File: src/rtl/rv32i_pkg.sv
// Shared RV32I load/store encodings and the LSU state encoding.
package rv32i_pkg;

  localparam logic [6:0] OPC_LOAD  = 7'b0000011;
  localparam logic [6:0] OPC_STORE = 7'b0100011;

  localparam logic [2:0] F3_B  = 3'b000;
  localparam logic [2:0] F3_H  = 3'b001;
  localparam logic [2:0] F3_W  = 3'b010;
  localparam logic [2:0] F3_BU = 3'b100;
  localparam logic [2:0] F3_HU = 3'b101;

  typedef enum logic [1:0] {
    S_IDLE   = 2'd0,
    S_REQ    = 2'd1,
    S_WAIT_R = 2'd2,
    S_DONE   = 2'd3
  } lsu_state_e;

  function automatic logic f3_legal(input logic is_store, input logic [2:0] f3);
    if (is_store) return (f3 == F3_B) || (f3 == F3_H) || (f3 == F3_W);
    return (f3 == F3_B) || (f3 == F3_H) || (f3 == F3_W) ||
           (f3 == F3_BU) || (f3 == F3_HU);
  endfunction

  function automatic logic f3_misaligned(input logic [2:0] f3, input logic [1:0] lo);
    return ((f3[1:0] == 2'b01) && lo[0]) || ((f3[1:0] == 2'b10) && (lo != 2'b00));
  endfunction

endpackage

File: src/rtl/lsu_align.sv
// Byte-enable generation, store lane replication and load lane extraction.
module lsu_align
  import rv32i_pkg::*;
(
  input  logic [2:0]  funct3,
  input  logic [1:0]  addr_lo,
  input  logic [31:0] store_data,
  input  logic [31:0] rdata,
  output logic [3:0]  be,
  output logic [31:0] wdata,
  output logic [31:0] load_data
);

  logic [31:0] byte_lane;
  logic [31:0] half_lane;

  // funct3[2] selects zero extension; funct3[1:0] is the access size.
  always_comb begin
    be        = 4'b1111;
    wdata     = store_data;
    load_data = rdata;
    byte_lane = rdata >> {addr_lo, 3'b000};
    half_lane = rdata >> {addr_lo[1], 4'b0000};
    case (funct3[1:0])
      2'b00: begin
        be        = 4'b0001 << addr_lo;
        wdata     = {4{store_data[7:0]}};
        load_data = funct3[2] ? {24'b0, byte_lane[7:0]}
                              : {{24{byte_lane[7]}}, byte_lane[7:0]};
      end
      2'b01: begin
        be        = 4'b0011 << {addr_lo[1], 1'b0};
        wdata     = {2{store_data[15:0]}};
        load_data = funct3[2] ? {16'b0, half_lane[15:0]}
                              : {{16{half_lane[15]}}, half_lane[15:0]};
      end
      default: ;
    endcase
  end

endmodule

File: src/rtl/load_store_unit.sv
// RV32I load/store unit: one outstanding access on a req/ready + rvalid bus.
// Define LSU_MISALIGN_TRAP_EN to fault misaligned halfword/word accesses.
module load_store_unit
  import rv32i_pkg::*;
(
  input  logic        Clk,
  input  logic        Reset_n,
  input  logic        Start,
  input  logic [31:0] InstCode,
  input  logic [31:0] Addr,
  input  logic [31:0] StoreData,
  output logic        Busy,
  output logic        Done,
  output logic        Fault,
  output logic [31:0] LoadData,
  output logic        MemReq,
  input  logic        MemReady,
  output logic        MemWe,
  output logic [31:0] MemAddr,
  output logic [31:0] MemWData,
  output logic [3:0]  MemBe,
  input  logic        MemRValid,
  input  logic [31:0] MemRData
);

  // state    | meaning
  // S_IDLE   | waiting for Start with a load/store opcode
  // S_REQ    | MemReq held with stable payload until MemReady
  // S_WAIT_R | load issued, waiting for MemRValid
  // S_DONE   | one-cycle Done (and Fault) pulse

  lsu_state_e  state;
  logic [2:0]  f3_q;
  logic [1:0]  lo_q;
  logic        store_q;

  logic        is_ld, is_st, misalign, reject;
  logic [2:0]  f3_in;
  logic [2:0]  al_f3;
  logic [1:0]  al_lo;
  logic [3:0]  al_be;
  logic [31:0] al_wdata, al_load;
  logic        unused_inst;

  assign f3_in       = InstCode[14:12];
  assign is_ld       = (InstCode[6:0] == OPC_LOAD);
  assign is_st       = (InstCode[6:0] == OPC_STORE);
  assign unused_inst = ^{InstCode[31:15], InstCode[11:7]};

`ifdef LSU_MISALIGN_TRAP_EN
  assign misalign = f3_misaligned(f3_in, Addr[1:0]);
`else
  assign misalign = 1'b0;
`endif

  assign reject = !f3_legal(is_st, f3_in) || misalign;

  // Request payload comes from the live inputs in IDLE; load extraction uses the latched access.
  assign al_f3 = (state == S_IDLE) ? f3_in : f3_q;
  assign al_lo = (state == S_IDLE) ? Addr[1:0] : lo_q;

  lsu_align u_align (
    .funct3     (al_f3),
    .addr_lo    (al_lo),
    .store_data (StoreData),
    .rdata      (MemRData),
    .be         (al_be),
    .wdata      (al_wdata),
    .load_data  (al_load)
  );

  always_ff @(posedge Clk or negedge Reset_n) begin
    if (!Reset_n) begin
      state    <= S_IDLE;
      f3_q     <= 3'b0;
      lo_q     <= 2'b0;
      store_q  <= 1'b0;
      Busy     <= 1'b0;
      Done     <= 1'b0;
      Fault    <= 1'b0;
      LoadData <= 32'b0;
      MemReq   <= 1'b0;
      MemWe    <= 1'b0;
      MemAddr  <= 32'b0;
      MemWData <= 32'b0;
      MemBe    <= 4'b0;
    end else begin
      Done <= 1'b0;
      case (state)
        S_IDLE: begin
          if (Start && (is_ld || is_st)) begin
            f3_q    <= f3_in;
            lo_q    <= Addr[1:0];
            store_q <= is_st;
            Busy    <= 1'b1;
            if (reject) begin
              state <= S_DONE;
              Done  <= 1'b1;
              Fault <= 1'b1;
            end else begin
              state    <= S_REQ;
              MemReq   <= 1'b1;
              MemWe    <= is_st;
              MemAddr  <= {Addr[31:2], 2'b00};
              MemBe    <= al_be;
              MemWData <= al_wdata;
            end
          end
        end
        S_REQ: begin
          if (MemReady) begin
            MemReq <= 1'b0;
            MemWe  <= 1'b0;
            if (store_q) begin
              state <= S_DONE;
              Done  <= 1'b1;
            end else begin
              state <= S_WAIT_R;
            end
          end
        end
        S_WAIT_R: begin
          if (MemRValid) begin
            LoadData <= al_load;
            state    <= S_DONE;
            Done     <= 1'b1;
          end
        end
        S_DONE: begin
          state <= S_IDLE;
          Busy  <= 1'b0;
          Fault <= 1'b0;
        end
        default: state <= S_IDLE;
      endcase
    end
  end

endmodule

File: config.mk
export PLATFORM = sky130hd
export DESIGN_NAME = load_store_unit
export DESIGN_NICKNAME = d
export VERILOG_FILES = /design/src/rtl/rv32i_pkg.sv /design/src/rtl/lsu_align.sv /design/src/rtl/load_store_unit.sv
export SDC_FILE = /design/constraint.sdc
export NUM_CORES = 1
export LEC_CHECK = 0
export ABC_AREA = 0
export ABC_CLOCK_PERIOD_IN_PS = 2990
export BUFFER_PORTS_ARGS = -buffer_cell sky130_fd_sc_hd__buf_2
export CAP_MARGIN = 20
export CELL_PAD_IN_SITES_DETAIL_PLACEMENT = 1
export CELL_PAD_IN_SITES_GLOBAL_PLACEMENT = 1
export CORE_MARGIN = 4
export CORE_UTILIZATION = 38
export CTS_BUF_LIST = sky130_fd_sc_hd__clkbuf_4 sky130_fd_sc_hd__clkbuf_8
export DETAILED_ROUTE_END_ITERATION = 6
export PLACE_DENSITY = 0.81
export SLEW_MARGIN = 20
export SYNTH_ARGS = -nofsm -noshare
export SYNTH_HDL_FRONTEND = slang
export SYNTH_HIERARCHICAL = 1
export SYNTH_SLANG_ARGS = --single-unit
File: constraint.sdc
create_clock -name Clk -period 2.99 [get_ports Clk]
set_input_delay 0.299 -clock Clk [delete_from_list [all_inputs] [get_ports Clk]]
set_output_delay 0.299 -clock Clk [all_outputs]
set_load 0.03 [all_outputs]
# Yosys cells after proc, flatten, opt, wreduce, memory -nomap -nowiden
# Cells that the tools add are included.
# totals
register_bits	111
input_bits	133
out_inout_bits	105
word_cells	84
# classes
n_eq_ne	15
shifts	4
mux	34
n_reduce_logical	18
# ops
operator	n
one-hot mux 32 bit (2 select lines)	2
two-way mux 32 bit	2
right shift 32 x 5 -> 16 bit	1
right shift 32 x 5 -> 8 bit	1
two-way mux 1 bit	17
two-way mux 2 bit	5
AND reduction 3 bit	3
!= test 2 bit (second input constant)	4
one-hot mux 1 bit (2 select lines)	4
one-hot mux 2 bit (4 select lines)	1
one-hot mux 4 bit (2 select lines)	1
== test 7 x 2 -> 1 bit (second input constant)	1
== test 7 x 6 -> 1 bit (second input constant)	1
== test 3 bit (second input constant)	2
AND reduction 2 bit	3
logical OR 1 bit	5
== test 2 x 1 -> 1 bit (second input constant)	2
== test 2 bit (second input constant)	2
logical NOT 2 bit	2
AND reduction 4 bit	1
nonzero test 2 bit	2
left shift 1 x 2 -> 4 bit (first input constant)	1
left shift 2 x 2 -> 4 bit (first input constant)	1
== test 3 x 1 -> 1 bit (second input constant)	1
6 further kinds	6

# Depth between registers and ports, before layout
# Gate-level depths: netlist of run 1.
# logic_depth
word_depth	9
mapped_depth	11
depth_no_buf	7

# Cells and area by module
# Netlist of run 1, hierarchy kept.
# by_module_without_submodules
mod	instances	cells_per_inst	area_per_inst_um2	seq_area_each_um2
load_store_unit	1	298	4638.2	2777.7
lsu_align	1	188	1258.7	0.0

# Worst setup path after synthesis of run 1
# No wires, ideal clock.
# synth_timing
path_type	reg-to-reg
startpoint	register state[0]
endpoint	register LoadData[24]
setup_time_ns	0.125
arrival_time_ns	2.569
required_time_ns	2.865
setup_slack_ns	0.296
path_stages_with_launch	11
n_path_buf	3
synth_period_minus_slack_ns	2.694
cell_sequence	dfrtp_1 > inv_1 > ha_1 > buf_1 > mux2_2 > buf_6 > mux2_4 > a31oi_4 > buf_6 > o22ai_1 > mux2_2
# synth_via
elab_chain_cells	5
word_cells_on_any_way	12
classes_between	eq/ne: 2; shift: 2; mux: 5; reduce/logical: 3
# synth_lines
element	line_no	text
from (decl)	load_store_unit.sv:32	lsu_state_e state;
from (signal assigned)	load_store_unit.sv:74	state <= S_IDLE;
from (signal assigned)	load_store_unit.sv:97	state <= S_DONE;
from (signal assigned)	load_store_unit.sv:101	state <= S_REQ;
logical NOT 2 bit (*)	load_store_unit.sv:60	assign al_lo = (state == S_IDLE) ? Addr[1:0] : lo_q;
two-way mux 2 bit (*)	load_store_unit.sv:60	
via al_lo[1]	load_store_unit.sv:40	logic [1:0] al_lo;
right shift 32 x 5 -> 16 bit or right shift 32 x 5 -> 8 bit (tied branches)	lsu_align.sv:23, lsu_align.sv:22	
two-way mux 32 bit (on tied branches)	lsu_align.sv:34, lsu_align.sv:28	
one-hot mux 32 bit (2 select lines) (*)	lsu_align.sv:24	case (funct3[1:0])
via al_load[24]	load_store_unit.sv:42	logic [31:0] al_wdata, al_load;
to (signal assigned)	load_store_unit.sv:124	LoadData <= al_load;
to (decl)	load_store_unit.sv:15	output logic [31:0] LoadData,
# The timed path passes the listed nets; every way through them passes the cells marked *.
# A chain may end at the register's enable or synchronous reset.

# Worst setup path in the final report of run 1
# layout_timing
startpoint	register state[0]
endpoint	register LoadData[21]
# Same word-level chain as after synthesis.

==> results.cfg, run 1 <==
[clock_network]
cts_tree = built
root_buffer = clkbuf_8
clockBufferDepth = 2
cts_hold_buffers = 1
cts_buffers = 9
cts_resized = 0
cts_sinks = 111
clk_latency_ps = 380
clk_pin_slew_ps = 110
cts_max_level = 3
postCtsSetupBuffers = 0

[cells_and_area]
finalInstanceArea_mm2 = 0.007249
drive_gt1_frac = 0.5290
fin_util = 0.4769
seqCellArea_mm2 = 0.002778
fin_nets = 823
n_fill_cell = 1693
multi_input_area_mm2 = 0.002800
area_growth_pct = 22.94

[critical_path]
reg2reg_slack_ps = 290
ff2ff_path_depth = 7
crit_arrival_ps = 2980
endpoint_kind = flip-flop
cp_max_fo = 16
critPathRequiredTime_ps = 3270
reg2reg_from = state[0]
startpoint_type = flip-flop
reg2reg_to = LoadData[21]
worst-setup-path-type = flip-flop to flip-flop

[sta]
relSlewSlack = 0.3149
finalCriticalPeriod_ps = 2698
final_max_slew_viol_count = 0
worstMarginPinSlew_ps = 1024
hold_violations = 0
setup_viol = 0
fin_setup_tns_ps = 0
period_share = 0.9022
rsz0062_at_grt = false
fmax_mhz = 370.7
clock_skew_ps = 15.23

[synthesis]
syn_area_mm2 = 0.005897
ys_seq_area_frac = 0.4710
postSynthAreaPerCell_um2 = 12.13
synth-seq-cells = 111
netlist-cell-type-count = 50
ys_warn_count = 6
syn_inst = 486

[placement]
port_buffers = 213
place.gp.congestion = 0.8760
dpl_cell_area_mm2 = 0.007046
dp_hpwl_um = 13210

[global_routing]
grt_pass1_wl_um = 27440
grt_pass1_vias = 5059
grt_max_degree = 59
grt_overflow_total = 0
antenna_found_initial = 0
grtUsageTotal = 0.1956

[floorplanning]
fp-row-count = 45
boundaryPins = 238
initial_core_util = 0.3879
core-area_mm2 = 0.01520
fp.dieH_um = 132.6
die_x_um = 132.6
die_area_mm2 = 0.01757

[status]
status = finished clean

[route]
first_pass_iters = 4
drt_iter0_markers = 155
drc = 0
routedWlPerCell_um = 19.53
vias_per_cell = 5.258
ant_nets = 0
route.vias.total = 4622
wl_um = 17170

[pwr]
p_per_area_mw_per_mm2 = 835.8
ir_worst_vdd_v = 0.0002945
p_leak_nw = 3.917

[flow_run]
drv_cap = 0

[worst_hold_path]
min_to = MemAddr[14]
hp-start = Addr[14]
hold_class = primary input to flip-flop
hold_depth = 2
[power by group]
part	total (mW)	leakage, nW	switching [mW]	internal, mW
combinational	3.10	2.36	1.90	1.20
clock	0.887	0.0946	0.549	0.338
sequential	2.07	1.47	0.207	1.86
[critical path, stage by stage (launching register included)]
cell and delay (ps):
dfrtp_1 470, inv_1 130, ha_1 310, mux2_2 420, mux2_4 330, a31oi_4 430
o22ai_1 200, mux2_2 310
[metal layers]
layer  global-route usage  wire [um]
met5                    0          0
met4              0.06813        414
met3              0.04791       1124
met2               0.3403       8709
met1               0.2367       6922
[cell usage after synthesis, drive strengths merged]
cell type | number | share of area
a21boi | 1 | 0.0013
a21oi | 5 | 0.0042
a221o | 7 | 0.012
a221oi | 1 | 0.0015
a22oi | 8 | 0.013
a311oi | 1 | 0.0015
a31oi | 3 | 0.0057
a41o | 1 | 0.0017
and2 | 1 | 0.0011
and4 | 1 | 0.0015
and4b | 1 | 0.0017
and4bb | 1 | 0.0021
buf | 35 | 0.046
clkbuf | 6 | 0.0038
conb | 1 | 0.00064
dfrtp | 111 | 0.47
ha | 5 | 0.011
inv | 9 | 0.0057
mux2 | 114 | 0.24
mux2i | 19 | 0.032
nand2 | 61 | 0.039
nand2b | 1 | 0.0011
nand3 | 5 | 0.0042
nand3b | 1 | 0.0013
nand4 | 3 | 0.0032
nor2 | 13 | 0.0087
nor2b | 21 | 0.022
o2111ai | 1 | 0.0015
o211a | 1 | 0.0017
o21a | 2 | 0.0025
o21ai | 11 | 0.010
o21bai | 4 | 0.0051
o221ai | 7 | 0.010
o22ai | 17 | 0.018
o311ai | 1 | 0.0015
o31ai | 1 | 0.0013
o41ai | 1 | 0.0015
or2 | 2 | 0.0021
or3b | 1 | 0.0015
or4b | 1 | 0.0017
[cell families (layout without fill, tap and decap cells)]
kind of cell    Yosys count  in the layout  synth area share
compound gates           73             73           0.09378
flops                   111            111            0.4710
fa+ha+maj                 5              5           0.01061
other cells               1              3         0.0006359
simple gates            113            113           0.09124
mux                     133            133            0.2767
buf+inv                  50            253           0.05601
[stage by stage]
| step | hold WS (ps) | setup WS [ps] | cells | power (mW) |
|---|---|---|---|---|
| final | 144.7 | 292.4 | 879 | 6.059 |
| after global routing | 112.1 | 162.1 | 878 | 6.454 |
| after CTS | 114.9 | 289.0 | 878 | 6.127 |
| after detailed placement | 416.6 | 314.8 | 861 | 5.231 |
| after global placement | 395.3 | 388.6 | 861 | 5.080 |
| after floorplan | 3.409 | 295.8 | 487 | 4.314 |
[layout make-up]
| cell class | instances | share of cell area |
|---|---|---|
| Clock buffer | 10 | 0.01899 |
| Clock inverter | 6 | 0.007421 |
| Multi-Input combinational cell | 326 | 0.3863 |
| Inverter | 9 | 0.004660 |
| Timing Repair Buffer | 228 | 0.1667 |
| Tap cell | 188 | 0.03245 |
| Sequential cell | 111 | 0.3832 |
| Antenna cell | 1 | 0.0003452 |
[layout by cell type, fill, tap and decap left out, types with 2 or more instances in the layout]
cell type / synthesis / final
or2_2: 2 / 2
clkinv_4: 0 / 4
mux2_2: 72 / 72
conb_1: 1 / 2
o21ai_0: 9 / 9
o221ai_1: 7 / 7
nand3_1: 5 / 5
dfrtp_1: 111 / 111
nand2_1: 61 / 61
a22oi_1: 7 / 7
clkbuf_8: 0 / 10
inv_1: 9 / 9
nor2b_1: 21 / 21
o22ai_1: 17 / 17
buf_4: 13 / 13
buf_2: 9 / 212
nand4_1: 3 / 3
a221o_1: 7 / 7
a21oi_1: 5 / 5
mux2_4: 42 / 42
buf_12: 0 / 2
o21bai_1: 4 / 4
ha_1: 5 / 5
a31oi_1: 2 / 2
o21a_1: 2 / 2
mux2i_1: 19 / 19
nor2_1: 12 / 12
[sequential cells by signal, summed over array words and instances, names as in the netlist]
name and flops:
MemBe 4, Fault 1, state 2, MemAddr 30, LoadData 32, store_q 1, MemReq 1, lo_q 2
Busy 1, MemWe 1, f3_q 3, Done 1, MemWData 32
[worst max-delay path by stage]
stage,from,end,cells after the start
2_1_floorplan,state[0],LoadData[24],10
3_3_place_gp,state[0],LoadData[11],8
3_5_place_dp,state[0],LoadData[21],7
4_1_cts,state[0],LoadData[21],7
5_1_grt,state[0],LoadData[21],7
6_report,state[0],LoadData[21],7
(Power assumes the default switching activity.)
==> run 2: changes to the inputs <==
ABC_CLOCK_PERIOD_IN_PS = 2600   (was 2990)
clock period = 2.6 ns   (was 2.99 ns; I/O delays follow)
==> results.cfg, run 2 (synthesis results as in run 1) <==
[route]
vias_per_cell = 5.249
wl_um = 17640
ant_nets = 0
route.vias.total = 4640
drc = 0
routedWlPerCell_um = 19.96
drt_iter0_markers = 156
first_pass_iters = 4

[global_routing]
antenna_found_initial = 0
grt_pass1_vias = 5210
grt_overflow_total = 0
grt_max_degree = 46
grtUsageTotal = 0.2007
grt_pass1_wl_um = 28200

[clock_network]
cts_tree = built
cts_sinks = 111
cts_buffers = 9
cts_max_level = 3
clk_pin_slew_ps = 110
root_buffer = clkbuf_8
clk_latency_ps = 390
clockBufferDepth = 2

[sta]
finalCriticalPeriod_ps = 2454
whs_ps = 95.53
relSlewSlack = 0.6198
final_max_slew_viol_count = 0
fmax_mhz = 407.4
period_share = 0.9440
fin_setup_tns_ps = 0
hold_violations = 0
worstMarginPinSlew_ps = 570.3
setup_viol = 0
rsz0062_at_grt = false
layout_setup_ws_ps = 145.6
clock_skew_ps = 7.106

[critical_path]
startpoint_type = flip-flop
cp_max_fo = 11
crit_arrival_ps = 2730
worst-setup-path-type = flip-flop to flip-flop
path_cells = inv_1 > ha_4 > mux2_2 > buf_4 > inv_1 > mux2i_1 > o21ai_1 > mux2_2
endpoint_kind = flip-flop
reg2reg_slack_ps = 150
reg2reg_to = LoadData[7]
slowest_delay_ps = 440
critPathRequiredTime_ps = 2880
ff2ff_path_depth = 8
reg2reg_from = state[1]
startpoint = state[1]
cp_slowest_cell = dfrtp_1

[cells_and_area]
multi_input_area_mm2 = 0.002818
fin_util = 0.4798
drive_gt1_frac = 0.5359
final_cell_mix = buf_2, dfrtp_1, mux2_2, nand2_1, mux2_4
area_growth_pct = 23.68
num_antenna_cells = 0
fin_nets = 829
seqCellArea_mm2 = 0.002778
top_regs = LoadData (32), MemWData (32), MemAddr (30)
layout_commonest_cell = buf_2
n_fill_cell = 1732

[pwr]
totalPowerFinal_mw = 7.059
ir_worst_vdd_v = 0.0003431
pwr-share-comb = 0.525
swShare = 0.4366
p_seq_frac = 0.336
netSwitchingPower_mw = 3.082
p_int_mw = 3.977
power.share.clock = 0.139
p_leak_nw = 3.939
p_per_area_mw_per_mm2 = 967.9

[floorplanning]
fp.dieH_um = 132.6
die_x_um = 132.6
boundaryPins = 238
die_area_mm2 = 0.01757
initial_core_util = 0.3879
core-area_mm2 = 0.01520
fp-row-count = 45

[flow_run]
drv_cap = 0

[worst_hold_path]
hp-start = Addr[17]
hold_depth = 2
hold_class = primary input to flip-flop
min_to = MemAddr[17]

[placement]
pre_cts_slack_ps = -120.7
dp_hpwl_um = 13560
place.gp.congestion = 0.8725
port_buffers = 213

[status]
status = finished clean
-- run 2: cell count changes in the layout (fill, tap and decap cells not counted), sizes merged --
cell	previous run	this run
buf	227	233
inv	10	11
clkbuf	10	9
clkinvlp	1	2
clkinv	4	3
diode	1	0
-- run 2: layout make-up --
type | count | share of cell area
inverters | 9 | 0.004632
multi-input cells | 326 | 0.3863
repair buffers | 234 | 0.1724
flip-flops and latches | 111 | 0.3809
well taps | 188 | 0.03225
clock buffers | 9 | 0.01698
clock inverters | 7 | 0.006519
-- run 2: stage by stage --
step	cell area, um2	cells
global placement	7063	865
floorplan	5902	487
detailed placement	7063	865
finish	7293	884
CTS	7274	884
global route	7293	884
-- run 2: worst max-delay path by stage --
stage	slack [ps]	depth (start not counted)	to
after CTS	60	8	LoadData[22]
after global routing	40	8	LoadData[7]
after global placement	40	7	LoadData[18]
final	150	8	LoadData[7]
after floorplan	50	10	LoadData[24]
after detailed placement	-120	7	LoadData[22]
-- run 2: worst max-delay path, delay by kind of cell, from the launching register on --
kind                     cells  cell delay (ps)
buffers and inverters        3              670
multiplexers                 3              950
adder cells (fa/ha/maj)      1              210
flip-flops                   1              440
AO/OA/AOI/OAI                1               90
-- run 2: power groups by stage --
stage	Sequential [mW]	Clock [mW]	Combinational (mW)
global route	2.43	1.08	4.01
global placement	2.37	0	3.51
finish	2.37	0.980	3.71
detailed placement	2.41	0	3.64
floorplan	3.15	0	1.82
CTS	2.38	1.02	3.69
-- run 2: repair_timing --
action / in CTS / in global routing
pin swaps: 1 / 0
hold buffers: 1 / 0
gates resized for setup: 1 / 4
setup buffers: 2 / 0
endpoints found under the setup margin: 16 / 26
endpoints found under the hold margin: 39 / 0
-- run 2: layer usage --
layer / wire length, um / GRT usage
met1: 7051 / 0.2358
met2: 9005 / 0.3576
met3: 1209 / 0.05247
met4: 377 / 0.06467
met5: 0 / 0
